==> config.mk <==
export PLATFORM = sky130hd
export DESIGN_NAME = dmem_arbiter
export DESIGN_NICKNAME = d
export VERILOG_FILES = /design/src/rtl/dmem_arbiter.sv
export SDC_FILE = /design/constraint.sdc
export NUM_CORES = 1
export LEC_CHECK = 0
export ABC_AREA = 1
export CELL_PAD_IN_SITES_DETAIL_PLACEMENT = 0
export CELL_PAD_IN_SITES_GLOBAL_PLACEMENT = 2
export CORE_MARGIN = 2
export CORE_UTILIZATION = 29
export DETAILED_ROUTE_END_ITERATION = 10
export PLACE_DENSITY_LB_ADDON = 0.1
export SLEW_MARGIN = 20
export SYNTH_ARGS = -nofsm -noshare
export SYNTH_HDL_FRONTEND = slang
export SYNTH_SLANG_ARGS = --single-unit
==> constraint.sdc <==
create_clock -name clk -period 5.11 [get_ports clk]
set_clock_uncertainty 0.15 [all_clocks]
set_input_delay 0.511 -clock clk [delete_from_list [all_inputs] [get_ports clk]]
set_output_delay 0.511 -clock clk [all_outputs]
set_load 0.01 [all_outputs]
==> src/rtl/dmem_arbiter.sv <==
// Data RAM sequencer shared by the CPU load/store port (C) and a debug/loader DMA port (D).
// Handles range/alignment checks, sub-word load formatting and read-modify-write sub-word stores.
module dmem_arbiter #(
  parameter int          DEPTH        = 1024,
  parameter int          AW           = 10,
  parameter logic [31:0] BASE_ADDR    = 32'h1000,
  parameter int          STARVE_LIMIT = 4
) (
  input  logic          clk,
  input  logic          rst_n,
  input  logic          c_req,
  input  logic          c_we,
  input  logic [31:0]   c_addr,
  input  logic [31:0]   c_wdata,
  input  logic [1:0]    c_size,
  input  logic          c_signed,
  output logic [31:0]   c_rdata,
  output logic          c_ack,
  output logic          c_err,
  input  logic          d_req,
  input  logic          d_we,
  input  logic [31:0]   d_addr,
  input  logic [31:0]   d_wdata,
  output logic [31:0]   d_rdata,
  output logic          d_ack,
  output logic          d_err,
  output logic          stall,
  output logic [AW-1:0] mem_addr,
  output logic          mem_re,
  output logic          mem_we,
  output logic [31:0]   mem_wdata,
  input  logic [31:0]   mem_rdata
);

  localparam int              SW         = $clog2(STARVE_LIMIT + 1);
  localparam logic [SW-1:0]   STARVE_MAX = SW'(STARVE_LIMIT);
  localparam logic [31:0]     SPAN       = 32'(4 * DEPTH);
  localparam logic [1:0]      SZ_BYTE    = 2'b00;
  localparam logic [1:0]      SZ_HALF    = 2'b01;
  localparam logic [1:0]      SZ_WORD    = 2'b10;

  typedef enum logic [2:0] {S_IDLE, S_ISSUE, S_WAIT, S_MERGE, S_DONE} state_e;

  state_e        state_q, state_d;
  logic          gnt_d_q, gnt_d_d;   // 1 = current transaction belongs to port D
  logic          we_q, we_d;
  logic [31:0]   addr_q, addr_d;
  logic [31:0]   wdata_q, wdata_d;
  logic [1:0]    size_q, size_d;
  logic          sgn_q, sgn_d;
  logic [31:0]   merge_q, merge_d;
  logic [31:0]   c_rdata_q, c_rdata_d;
  logic [31:0]   d_rdata_q, d_rdata_d;
  logic          c_ack_q, c_ack_d, c_err_q, c_err_d;
  logic          d_ack_q, d_ack_d, d_err_q, d_err_d;
  logic [SW-1:0] starve_q, starve_d;

  logic [31:0]   offs;
  logic [AW-1:0] widx;
  logic          acc_err, word_store;
  logic          finish, fin_err;

  function automatic logic [31:0] fmt_load(input logic [31:0] w, input logic [1:0] a,
                                           input logic [1:0] sz, input logic sg);
    logic [7:0]  b;
    logic [15:0] h;
    b = w[{a, 3'b000} +: 8];
    h = a[1] ? w[31:16] : w[15:0];
    case (sz)
      SZ_BYTE: return {{24{sg & b[7]}}, b};
      SZ_HALF: return {{16{sg & h[15]}}, h};
      default: return w;
    endcase
  endfunction

  function automatic logic [31:0] merge_word(input logic [31:0] w, input logic [15:0] wd,
                                             input logic [1:0] a, input logic [1:0] sz);
    logic [31:0] m;
    m = w;
    if (sz == SZ_BYTE)  m[{a, 3'b000} +: 8] = wd[7:0];
    else if (a[1])      m[31:16] = wd;
    else                m[15:0]  = wd;
    return m;
  endfunction

  // Decode works on the latched request, so it is stable for the whole transaction.
  always_comb begin
    offs       = addr_q - BASE_ADDR;
    widx       = offs[AW+1:2];
    acc_err    = (addr_q < BASE_ADDR) || (offs >= SPAN) || (size_q == 2'b11) ||
                 ((size_q == SZ_HALF) && addr_q[0]) ||
                 ((size_q == SZ_WORD) && (addr_q[1:0] != 2'b00));
    word_store = we_q && (size_q == SZ_WORD);
  end

  always_comb begin
    // NOTE: every variable gets a default here so no path leaves it unassigned (no latches).
    state_d   = state_q;
    gnt_d_d   = gnt_d_q;
    we_d      = we_q;
    addr_d    = addr_q;
    wdata_d   = wdata_q;
    size_d    = size_q;
    sgn_d     = sgn_q;
    merge_d   = merge_q;
    c_rdata_d = c_rdata_q;
    d_rdata_d = d_rdata_q;
    c_ack_d   = 1'b0;
    c_err_d   = 1'b0;
    d_ack_d   = 1'b0;
    d_err_d   = 1'b0;
    starve_d  = d_req ? starve_q : '0;
    finish    = 1'b0;
    fin_err   = 1'b0;

    case (state_q)
      S_IDLE: begin
        if (c_req && !(d_req && (starve_q == STARVE_MAX))) begin
          gnt_d_d = 1'b0;
          we_d    = c_we;
          addr_d  = c_addr;
          wdata_d = c_wdata;
          size_d  = c_size;
          sgn_d   = c_signed;
          state_d = S_ISSUE;
          if (d_req && (starve_q != STARVE_MAX)) starve_d = starve_q + 1'b1;
        end else if (d_req) begin
          gnt_d_d  = 1'b1;
          we_d     = d_we;
          addr_d   = d_addr;
          wdata_d  = d_wdata;
          size_d   = SZ_WORD;
          sgn_d    = 1'b0;
          state_d  = S_ISSUE;
          starve_d = '0;
        end
      end
      S_ISSUE: begin
        if (acc_err) begin
          finish  = 1'b1;
          fin_err = 1'b1;
          if (gnt_d_q) d_rdata_d = '0;
          else         c_rdata_d = '0;
        end else if (word_store) begin
          finish = 1'b1;
        end else begin
          state_d = S_WAIT;
        end
      end
      S_WAIT: begin
        if (we_q) begin
          merge_d = merge_word(mem_rdata, wdata_q[15:0], addr_q[1:0], size_q);
          state_d = S_MERGE;
        end else begin
          finish = 1'b1;
          if (gnt_d_q) d_rdata_d = mem_rdata;
          else         c_rdata_d = fmt_load(mem_rdata, addr_q[1:0], size_q, sgn_q);
        end
      end
      S_MERGE: finish  = 1'b1;
      S_DONE:  state_d = S_IDLE;
      default: state_d = S_IDLE;
    endcase

    // Ack/err are registered so they are high for exactly the DONE cycle.
    if (finish) begin
      state_d = S_DONE;
      if (gnt_d_q) begin
        d_ack_d = 1'b1;
        d_err_d = fin_err;
      end else begin
        c_ack_d = 1'b1;
        c_err_d = fin_err;
      end
    end
  end

  // NOTE: state is updated only with non-blocking assignments so every flop samples pre-edge values.
  always_ff @(posedge clk or negedge rst_n) begin
    if (!rst_n) begin
      state_q   <= S_IDLE;
      gnt_d_q   <= 1'b0;
      we_q      <= 1'b0;
      addr_q    <= '0;
      wdata_q   <= '0;
      size_q    <= '0;
      sgn_q     <= 1'b0;
      merge_q   <= '0;
      c_rdata_q <= '0;
      d_rdata_q <= '0;
      c_ack_q   <= 1'b0;
      c_err_q   <= 1'b0;
      d_ack_q   <= 1'b0;
      d_err_q   <= 1'b0;
      starve_q  <= '0;
    end else begin
      state_q   <= state_d;
      gnt_d_q   <= gnt_d_d;
      we_q      <= we_d;
      addr_q    <= addr_d;
      wdata_q   <= wdata_d;
      size_q    <= size_d;
      sgn_q     <= sgn_d;
      merge_q   <= merge_d;
      c_rdata_q <= c_rdata_d;
      d_rdata_q <= d_rdata_d;
      c_ack_q   <= c_ack_d;
      c_err_q   <= c_err_d;
      d_ack_q   <= d_ack_d;
      d_err_q   <= d_err_d;
      starve_q  <= starve_d;
    end
  end

  // RAM strobes come straight from state, so an async reset kills them in the same instant.
  always_comb begin
    mem_re    = (state_q == S_ISSUE) && !acc_err && !word_store;
    mem_we    = ((state_q == S_ISSUE) && !acc_err && word_store) || (state_q == S_MERGE);
    mem_addr  = (((state_q == S_ISSUE) && !acc_err) || (state_q == S_MERGE)) ? widx : '0;
    mem_wdata = '0;
    if ((state_q == S_ISSUE) && word_store) mem_wdata = wdata_q;
    else if (state_q == S_MERGE)            mem_wdata = merge_q;
  end

  assign c_rdata = c_rdata_q;
  assign c_ack   = c_ack_q;
  assign c_err   = c_err_q;
  assign d_rdata = d_rdata_q;
  assign d_ack   = d_ack_q;
  assign d_err   = d_err_q;
  assign stall   = c_req & ~c_ack_q;

endmodule
# Word-level counts from Yosys, hierarchy flattened
# Index checks and enable logic that the tools add are counted.
# totals
reg_bits	175
latch_bits	0
mem_bits_rw	0
mem_bits_ro	0
mem_count	0
# classes
n_addsub	3
mul	0
div_mod_pow	0
magnitude_cmp	2
n_eq_ne	19
n_shift	3
mux	57
bitwise_logic	4
n_reduce_logical	29
# ops
operator	count
$mux W32	15
$pmux W32 S2	3
$mux W16	3
$mux W3	11
$bwmux W32	1
$ge A32 B13 Y1 const B	1
$lt A32 B13 Y1 const B	1
$shift A8 B7 Y32 const A	1
$shiftx A32 B6 Y8	1
$shiftx A8 B7 Y32	1
$sub A32 B13 Y32 const B	1
$mux W1	19
$reduce_and A5 Y1	3
$ne A2 B2 Y1 const B	7
$ne A3 B3 Y1 const B	4
$pmux W3 S4	1
$logic_and A1 B1 Y1	10
$mux W10	1
$neg A5 Y7	1
$eq A3 B2 Y1 const B	2
$logic_or A1 B1 Y1	6
$reduce_bool A2 Y1	3
$eq A2 B2 Y1 const B	2
$mux W2	2
other kinds (12)	17

# Longest topological paths before layout
# Gate-level depths: netlist of run 1.
# depth
depth_word	10
ltp_mapped	15
mapped_depth_nobuf	15

# Worst setup path before layout of run 1
# Ideal clock, no wire load.
# synth_timing
path_type	register to output
start	register addr_q[1]
end	output mem_we
arrival_ps	1877
t_required_ps	4449
slack_ps	2572
stages_incl_launch_ff	11
path_buffers	1
path_cell_list	dfrtp_1 -> inv_1 -> clkbuf_1 -> ha_1 -> o21a_1 -> nand4_1 -> nor2_1 -> nand2_1 -> nor2_4 -> nand2_2 -> o21ai_0
# synth_via
elab_chain_cells	10
# synth_lines
element	line_no	source
from (decl)	47	logic [31:0] addr_q, addr_d;
from (signal assigned)	200	addr_q <= addr_d;
$sub A32 B13 Y32	88	offs = addr_q - BASE_ADDR;
$ge A32 B13 Y1	90	acc_err = (addr_q < BASE_ADDR) || (offs >= SPAN) || (size_q == 2'b11) ||
$logic_or A1 B1 Y1 (3 in a row)	90	
$logic_or A1 B1 Y1 (*)	91	((size_q == SZ_HALF) && addr_q[0]) ||
$logic_not A1 Y1 (*)	218	mem_we = ((state_q == S_ISSUE) && !acc_err && word_store) || (state_q == S_MERGE);
$logic_and A1 B1 Y1 (*) (2 in a row)	218	
$logic_or A1 B1 Y1 (*)	218	
to (decl)	30	output logic mem_we,
# Every way passes the cells marked *; elsewhere a longest branch is shown, timed or not.

# Worst setup path after layout of run 1
# layout_timing
start	register addr_q[0]
end	output mem_addr[7]
# layout_via
elab_chain_cells	10
# layout_lines
element	line_no	source
$sub A32 B13 Y32	88	
$ge A32 B13 Y1	90	
$logic_or A1 B1 Y1 (3 in a row)	90	
$logic_or A1 B1 Y1	91	
$logic_not A1 Y1	219	mem_addr = (((state_q == S_ISSUE) && !acc_err) || (state_q == S_MERGE)) ? widx : '0;
$logic_and A1 B1 Y1	219	
$logic_or A1 B1 Y1	219	
$mux W10 (*)	219	
to (decl)	28	output logic [AW-1:0] mem_addr,
# Marked as above.

==> flow_summary.ini, run 1 <==
[run_status]
outcome = finished with violations
violations = negative hold slack

[routing]
dr_total_vias = 9445
drc = 0
wl_per_cell_um = 19.6
postRouteAntennaNets = 0
viasPerCell = 4.91
drt_iter0_drc = 682
routed_wl_um = 37700
dr.pass1.iters = 5

[sta]
holdWs_ns = -0.0218
tns_ns = 0
rsz0062_at_grt = false
period_share = 0.810
final-hold-violation-count = 4
max_freq_ghz = 0.242
slew_headroom = 0.281
max_slew.worst_pin.slew_ns = 1.08
period_needed_ns = 4.14
drv_slew = 0
finalSetupViolations = 0

[setup_path]
cp_max_fo = 17
crit_path_end_kind = output port
required_ns = 4.45
critPathTopFamily = flip-flops
path_cells = inv_2 -> ha_1 -> o21a_1 -> nand4_1 -> nor2_1 -> nand2_1 -> nor2_4 -> a21oi_2 -> nor2_1 -> clkdlybuf4s50_1
cp_slowest_stage_delay_ns = 0.76
cp_slowest_cell = dfrtp_1
path_buf_inv = 2
cp-start-kind = flip-flop
cp_common_cell = nor2_1
worstPathArrival_ns = 3.48
path_class = flip-flop to output port

[yosys]
synth_seq_cells = 175
avgSynthCellArea_sq_um = 7.78
syn-instance-count = 1238
seq_area_frac_synth = 0.455
ys.flop_type = dfrtp_1
synthArstFlopShare = 1.00
synth_area_sq_um = 9630
syn_nets = 1414
yosys_warnings = 0
ys_types = 38
synth_edf_count = 0

[die]
dieArea_sq_um = 34700
initial_core_util = 0.295
dieHeight_um = 186
die_x_um = 186
design.portCount = 282
rows = 66
core_area_sq_um = 32600

[cts]
holdBufCountCts = 0
clk_pin_slew_worst_paths_ns = 0.08
cts_setup_buffers = 0
cts-root-buf = clkbuf_16
ctsHtreeMaxLevel = 4
clock_sinks = 175
cts_resized = 0
cts_buffers = 17
cts_tree = built
clock_latency_ns = 0.43
clk_path_buf_depth = 2

[grt]
antenna_found_initial = 1
grt_max_degree = 100
grt.overflow.total = 0
grt_pass1_wl_um = 57300
groute.usage.overall = 0.218
grt_pass1_vias = 9496

[final_layout]
area_delta_synth_final_pct = 38.4
mostFrequentLayoutCells = clkdlybuf4s50_1, nand2_1, dfrtp_1
final_common_cell = clkdlybuf4s50_1
layout.nets = 1643
drive_gt1_frac = 0.0676
fillCellCount = 3466
diodes = 0

[placed_design]
port_buffers = 281
hpwlAfterDp_um = 27000
gp_congestion = 0.851

[power]
p_per_area_nw_per_um2 = 567
p_leak_nw = 5.70
ir_drop_v = 0.000285
p_total_mw = 7.56

[run]
drv_cap = 0

[min_path]
hp-class = primary input to asynchronous set/reset pin
report_power, final:
group,switching (mW),internal [mW],total [mW]
Combinational,2.29,1.43,3.72
Clock,0.633,0.748,1.38
Sequential,0.394,2.06,2.45
registers in the layout, indices dropped and copies added (netlist names):
name      flops
we_q          1
sgn_q         1
addr_q       32
d_err         1
c_ack         1
d_ack         1
gnt_d_q       1
d_rdata      32
wdata_q      32
c_rdata      32
size_q        2
state_q       3
merge_q      32
starve_q      3
c_err         1
path summary, 6_finish.rpt:
check,startpoint,end,slack [ns],cells after the start
setup / recovery,addr_q[0],mem_addr[7],0.97,10
hold / removal,rst_n,d_rdata[4],-0.02,1
setup reg to reg,addr_q[0],d_rdata[28],1.67,11
hold reg to reg,d_rdata[20],d_rdata[20],0.32,2
max in group asynchronous,rst_n,merge_q[17],3.89,2
min in group clk,d_rdata[20],d_rdata[20],0.32,2
cell type report:
class                      count  area, sq um  area share
inverter                     145          546      0.0409
clock buffer                  20          447      0.0335
sequential                   175         4380       0.329
multi-input combinational    835         4330       0.325
timing repair buffer         293         2920       0.219
clock inverter                12          153      0.0115
tap                          442          553      0.0415
Yosys cell counts, types with 5 or more instances:
library cell / instances / area (sq um)
nand2_1: 242 / 908
dfrtp_1: 175 / 4380
o21ai_0: 163 / 816
inv_1: 141 / 529
nor2_1: 126 / 473
o22ai_1: 105 / 657
clkbuf_1: 62 / 233
o211ai_1: 46 / 345
o21ai_2: 29 / 254
a21oi_1: 27 / 135
nand3_1: 16 / 80.1
o221ai_1: 13 / 114
nor2_2: 9 / 56.3
buf_1: 8 / 30.0
buf_6: 8 / 90.1
nand4_1: 8 / 50.1
ha_1: 7 / 87.6
nor3_1: 7 / 35.0
o32ai_1: 6 / 52.6
a31oi_1: 5 / 31.3
stage by stage:
step | util | setup WS [ns] | area [sq um] | cells | hold WS, ns
floorplan | - | 2.57 | 9630 | 1238 | 0.0654
global placement | 0.390 | 1.33 | 12700 | 1890 | 0.305
detailed placement | 0.390 | 1.25 | 12700 | 1890 | 0.308
CTS | 0.409 | 0.889 | 13300 | 1922 | 0.0403
global route | 0.409 | 0.687 | 13300 | 1922 | 0.0565
finish | 0.409 | 0.971 | 13300 | 1922 | -0.0218
metal layers:
| metal | vias to the layer above | part of all wire | wire length (um) | global-route usage |
|---|---|---|---|---|
| met5 | - | 0 | 0 | 0 |
| met4 | 0 | 0.0099 | 374 | 0.0444 |
| met3 | 16 | 0.064 | 2420 | 0.0487 |
| met2 | 285 | 0.44 | 16500 | 0.333 |
| met1 | 4478 | 0.49 | 18400 | 0.316 |
| li1 | 4666 | - | - | - |
cells by family (layout without fill, tap and decap cells):
| group | after synthesis | in the layout | synth area share |
|---|---|---|---|
| adder cells (fa/ha/maj) | 7 | 7 | 0.00910 |
| buffers and inverters | 228 | 470 | 0.0968 |
| flip-flops | 175 | 175 | 0.455 |
| AO/OA/AOI/OAI | 410 | 410 | 0.263 |
| AND/OR/NAND/NOR | 416 | 416 | 0.175 |
| XOR/XNOR | 2 | 2 | 0.00182 |
Note: power is estimated with default switching activity, not from simulation.
==> run 2, diff against run 1 <==
CORE_UTILIZATION = 24   (was 29)
clock period = 3.55 ns   (was 5.11 ns; I/O delays follow)
==> run 2 against run 1 <==
Against the previous run:
- the run now ends clean
- sequential power is 43% higher
- cell count is 5.3% higher
- sequential cell count stayed put
- cell area is 2.4% higher
- core utilization is 6.4 points lower
- critical path type unchanged
- highest routed layer is now met5
==> flow_summary.ini, run 2 (synthesis results as in run 1) <==
[grt]
groute.usage.overall = 0.200
grt.overflow.total = 0
antenna_found_initial = 2
grt_max_degree = 78
grt_pass1_vias = 9660
grt_pass1_wl_um = 62200

[power]
ir_drop_v = 0.000367
p_leak_nw = 5.81
p_per_area_nw_per_um2 = 816

[die]
die_x_um = 204
dieHeight_um = 204
core_area_sq_um = 39600
rows = 73
dieArea_sq_um = 41700
design.portCount = 282
initial_core_util = 0.243

[setup_path]
worstPathArrival_ns = 2.94
crit_path_end_kind = output port
required_ns = 3.04
path_class = flip-flop to output port
reg2reg_slack_ns = 0.61
cp_max_fo = 16
cp-start-kind = flip-flop

[routing]
viasPerCell = 4.71
routed_wl_um = 41300
drc = 0
postRouteAntennaNets = 0
drt_iter0_drc = 672
dr.pass1.iters = 5
dr_total_vias = 9523
wl_per_cell_um = 20.4

[sta]
tns_ns = 0
period_needed_ns = 3.44
final-hold-violation-count = 0
holdWs_ns = 0.320
rsz0062_at_grt = true
max_freq_ghz = 0.290
finalSetupViolations = 0
drv_slew = 0
period_share = 0.970
max_slew.worst_pin.slew_ns = 1.09
slew_headroom = 0.269

[min_path]
hp-class = flip-flop to flip-flop

[cts]
cts_tree = built
cts_buffers = 17
ctsHtreeMaxLevel = 4
clk_pin_slew_worst_paths_ns = 0.07
clock_latency_ns = 0.44
clock_sinks = 175
clk_path_buf_depth = 2
cts-root-buf = clkbuf_16

[run]
drv_cap = 0

[placed_design]
hpwlAfterDp_um = 30600
port_buffers = 281
dp_cells = 1988
gp_congestion = 0.808
place_area_sq_um = 13000

[final_layout]
drive_gt1_frac = 0.0821
diodes = 0
area_delta_synth_final_pct = 41.8
ff_latch_area_sq_um = 4380
multi_input_area_sq_um = 4360
layout.nets = 1661
final_cell_area_sq_um = 13700
final_cells = 2023
final_common_cell = clkdlybuf4s50_1
mostFrequentLayoutCells = clkdlybuf4s50_1, nand2_1, dfrtp_1
utilization = 0.344
fillCellCount = 4273

[run_status]
outcome = completed
[run 2: changes by cell type in the layout (fill, tap and decap cells not counted), moves of 2 or more]
cell	delta
clkinvlp_4	+3
buf_4	+13
buf_12	+4
clkinv_4	-3
nor2_1	-4
nor2_4	+2
clkinv_2	+4
nor2_2	+2
[run 2: power by group]
part	switching [mW]	internal [mW]
sequential	0.542	2.96
combinational	3.51	2.18
clock	0.848	1.11
total	4.90	6.25
[run 2: layout make-up]
type,count,share of cell area
clock inverter,14,0.0122
sequential,175,0.321
multi-input combinational,835,0.320
inverter,145,0.0404
clock buffer,18,0.0314
tap,525,0.0481
timing repair buffer,311,0.227
[run 2: stage by stage]
stage	setup slack (ns)	total power, mW
after global placement	0.309	9.24
after CTS	-0.0146	11.3
after global routing	-0.0209	12.1
after detailed placement	0.399	9.25
after floorplan	1.17	6.73
final	0.105	11.1
[run 2: worst max-delay path, cell delays in order, from the launching register on]
cell and delay, ns:
dfrtp_1 0.41, buf_4 0.22, o21ai_1 0.35, nand4_1 0.14, nor2_1 0.14, nand2_1 0.15, nor2_4 0.17, a21oi_4 0.15
nor2_1 0.20, clkdlybuf4s50_1 0.56
[run 2: per-layer routing]
layer | vias up | share of wire | global-route usage
met5 | - | 0.00065 | 0
met4 | 4 | 0.018 | 0.0549
met3 | 37 | 0.058 | 0.0488
met2 | 267 | 0.44 | 0.299
met1 | 4511 | 0.49 | 0.284
li1 | 4704 | - | -
[run 2: path summary, 6_finish.rpt]
path	start	end	cells past startpoint
worst max-delay path	addr_q[0]	mem_addr[2]	9
worst min-delay path	d_rdata[14]	d_rdata[14]	2
worst max register to register	addr_q[20]	d_rdata[2]	12
worst min register to register	d_rdata[14]	d_rdata[14]	2
max in group asynchronous	rst_n	addr_q[1]	3
min in group asynchronous	rst_n	d_rdata[2]	2
[run 2: what timing repair did]
| item | in CTS | in global routing |
|---|---|---|
| endpoints found under the hold margin | 73 | 0 |
| setup endpoints to repair | 11 | 29 |
| hold buffers | 1 | 0 |
| buffers inserted | 0 | 2 |
| resized for setup | 3 | 9 |
==> run 3, diff against run 2 <==
SKIP_CTS_REPAIR_TIMING = 1   (was unset)
==> run 3 against run 2 <==
Against the previous run:
- non-clock buffer count stayed put
- register-to-register slack got worse by 0.03 ns
- sequential share of layout area hardly changed
- core utilization is essentially flat
- hold slack lost 0.0065 ns
- sequential cell count stayed put
- clock power is essentially flat
- largest cell class unchanged
- clock-buffer cell count unchanged
==> flow_summary.ini, run 3 (synthesis results as in run 1) <==
[die]
dieHeight_um = 204
dieArea_sq_um = 41700
core_area_sq_um = 39600
design.portCount = 282
initial_core_util = 0.243
rows = 73
die_x_um = 204

[grt]
antenna_found_initial = 2
groute.usage.overall = 0.200
grt_pass1_vias = 9654
grt_pass1_wl_um = 62200
grt.overflow.total = 0
grt_max_degree = 78

[sta]
max_freq_ghz = 0.292
rsz0062_at_grt = true
drv_slew = 0
holdWs_ns = 0.313
finalSetupViolations = 0
final-hold-violation-count = 0
period_needed_ns = 3.42
slew_headroom = 0.257
period_share = 0.964
max_slew.worst_pin.slew_ns = 1.11

[setup_path]
crit_path_end_kind = output port
rr_worst_depth = 12
cp_max_fo = 16
cp-start-kind = flip-flop
cp_num_cells = 9
worstPathArrival_ns = 2.92
path_cells = buf_4 -> o21ai_1 -> nand4_1 -> nor2_1 -> nand2_1 -> nor2_4 -> a21oi_4 -> nor2_2 -> clkdlybuf4s50_1
required_ns = 3.04
critPathTopFamily = simple AND/OR/NAND/NOR gates
cp_slowest_cell = clkdlybuf4s50_1
cp_slowest_stage_delay_ns = 0.55
path_class = flip-flop to output port
path_buf_inv = 2

[cts]
clk_path_buf_depth = 2
clk_pin_slew_worst_paths_ns = 0.07
cts_buffers = 17
cts-root-buf = clkbuf_16
clock_latency_ns = 0.44
clock_sinks = 175
cts_tree = built
ctsHtreeMaxLevel = 4

[final_layout]
final_common_cell = clkdlybuf4s50_1
area_delta_synth_final_pct = 41.9
diodes = 0
drive_gt1_frac = 0.0834
final_cell_area_sq_um = 13700
mostFrequentLayoutCells = clkdlybuf4s50_1, nand2_1, dfrtp_1
utilization = 0.345
final_cells = 2023
layout.nets = 1661

[min_path]
hp-class = primary input to asynchronous set/reset pin

[routing]
drc = 0
dr_total_vias = 9517
viasPerCell = 4.70
drt_iter0_drc = 711
dr.pass1.iters = 5
postRouteAntennaNets = 0
wl_per_cell_um = 20.4
routed_wl_um = 41300

[placed_design]
gp_congestion = 0.808
port_buffers = 281
dp_cells = 1988
place_area_sq_um = 13000
hpwlAfterDp_um = 30600

[power]
ir_drop_v = 0.000365
p_per_area_nw_per_um2 = 816
p_leak_nw = 5.82
p_total_mw = 11.2

[run]
drv_cap = 0

[run_status]
outcome = completed
==> run 3: final timing paths <==
check / start / slack [ns] / end
setup / recovery: addr_q[0] / 0.13 / mem_addr[2]
hold / removal: rst_n / 0.31 / d_rdata[2]
setup reg to reg: addr_q[14] / 0.58 / d_rdata[2]
hold reg to reg: d_rdata[14] / 0.32 / d_rdata[14]
max in group asynchronous: rst_n / 2.03 / addr_q[1]
min in group clk: d_rdata[14] / 0.32 / d_rdata[14]
==> run 3: power breakdown <==
part	internal [mW]	leakage, nW	total [mW]	switching [mW]
clock network	1.11	0.282	1.96	0.851
registers	2.96	2.23	3.51	0.542
logic	2.18	3.31	5.69	3.51
==> run 3: area by class of cell <==
cell class                      count  area, sq um
Fill cell                        4273        26000
Sequential cell                   175         4380
Multi-Input combinational cell    835         4370
Timing Repair Buffer              311         3110
Tap cell                          525          657
Inverter                          145          552
Clock buffer                       18          429
Clock inverter                     14          166
==> run 3: through the flow <==
stage                     setup TNS (ns)  setup WS [ns]
after floorplan                        0           1.17
after global placement                 0          0.309
after detailed placement               0          0.399
after CTS                         -0.556         -0.104
after global routing             -0.0105       -0.00478
final                                  0          0.129
==> run 3: metal layers <==
layer / routed length, um / vias up / global-route usage
met5: 27 / - / 0
met4: 717 / 4 / 0.0549
met3: 2700 / 35 / 0.0488
met2: 18100 / 297 / 0.299
met1: 19700 / 4478 / 0.284
li1: - / 4703 / -
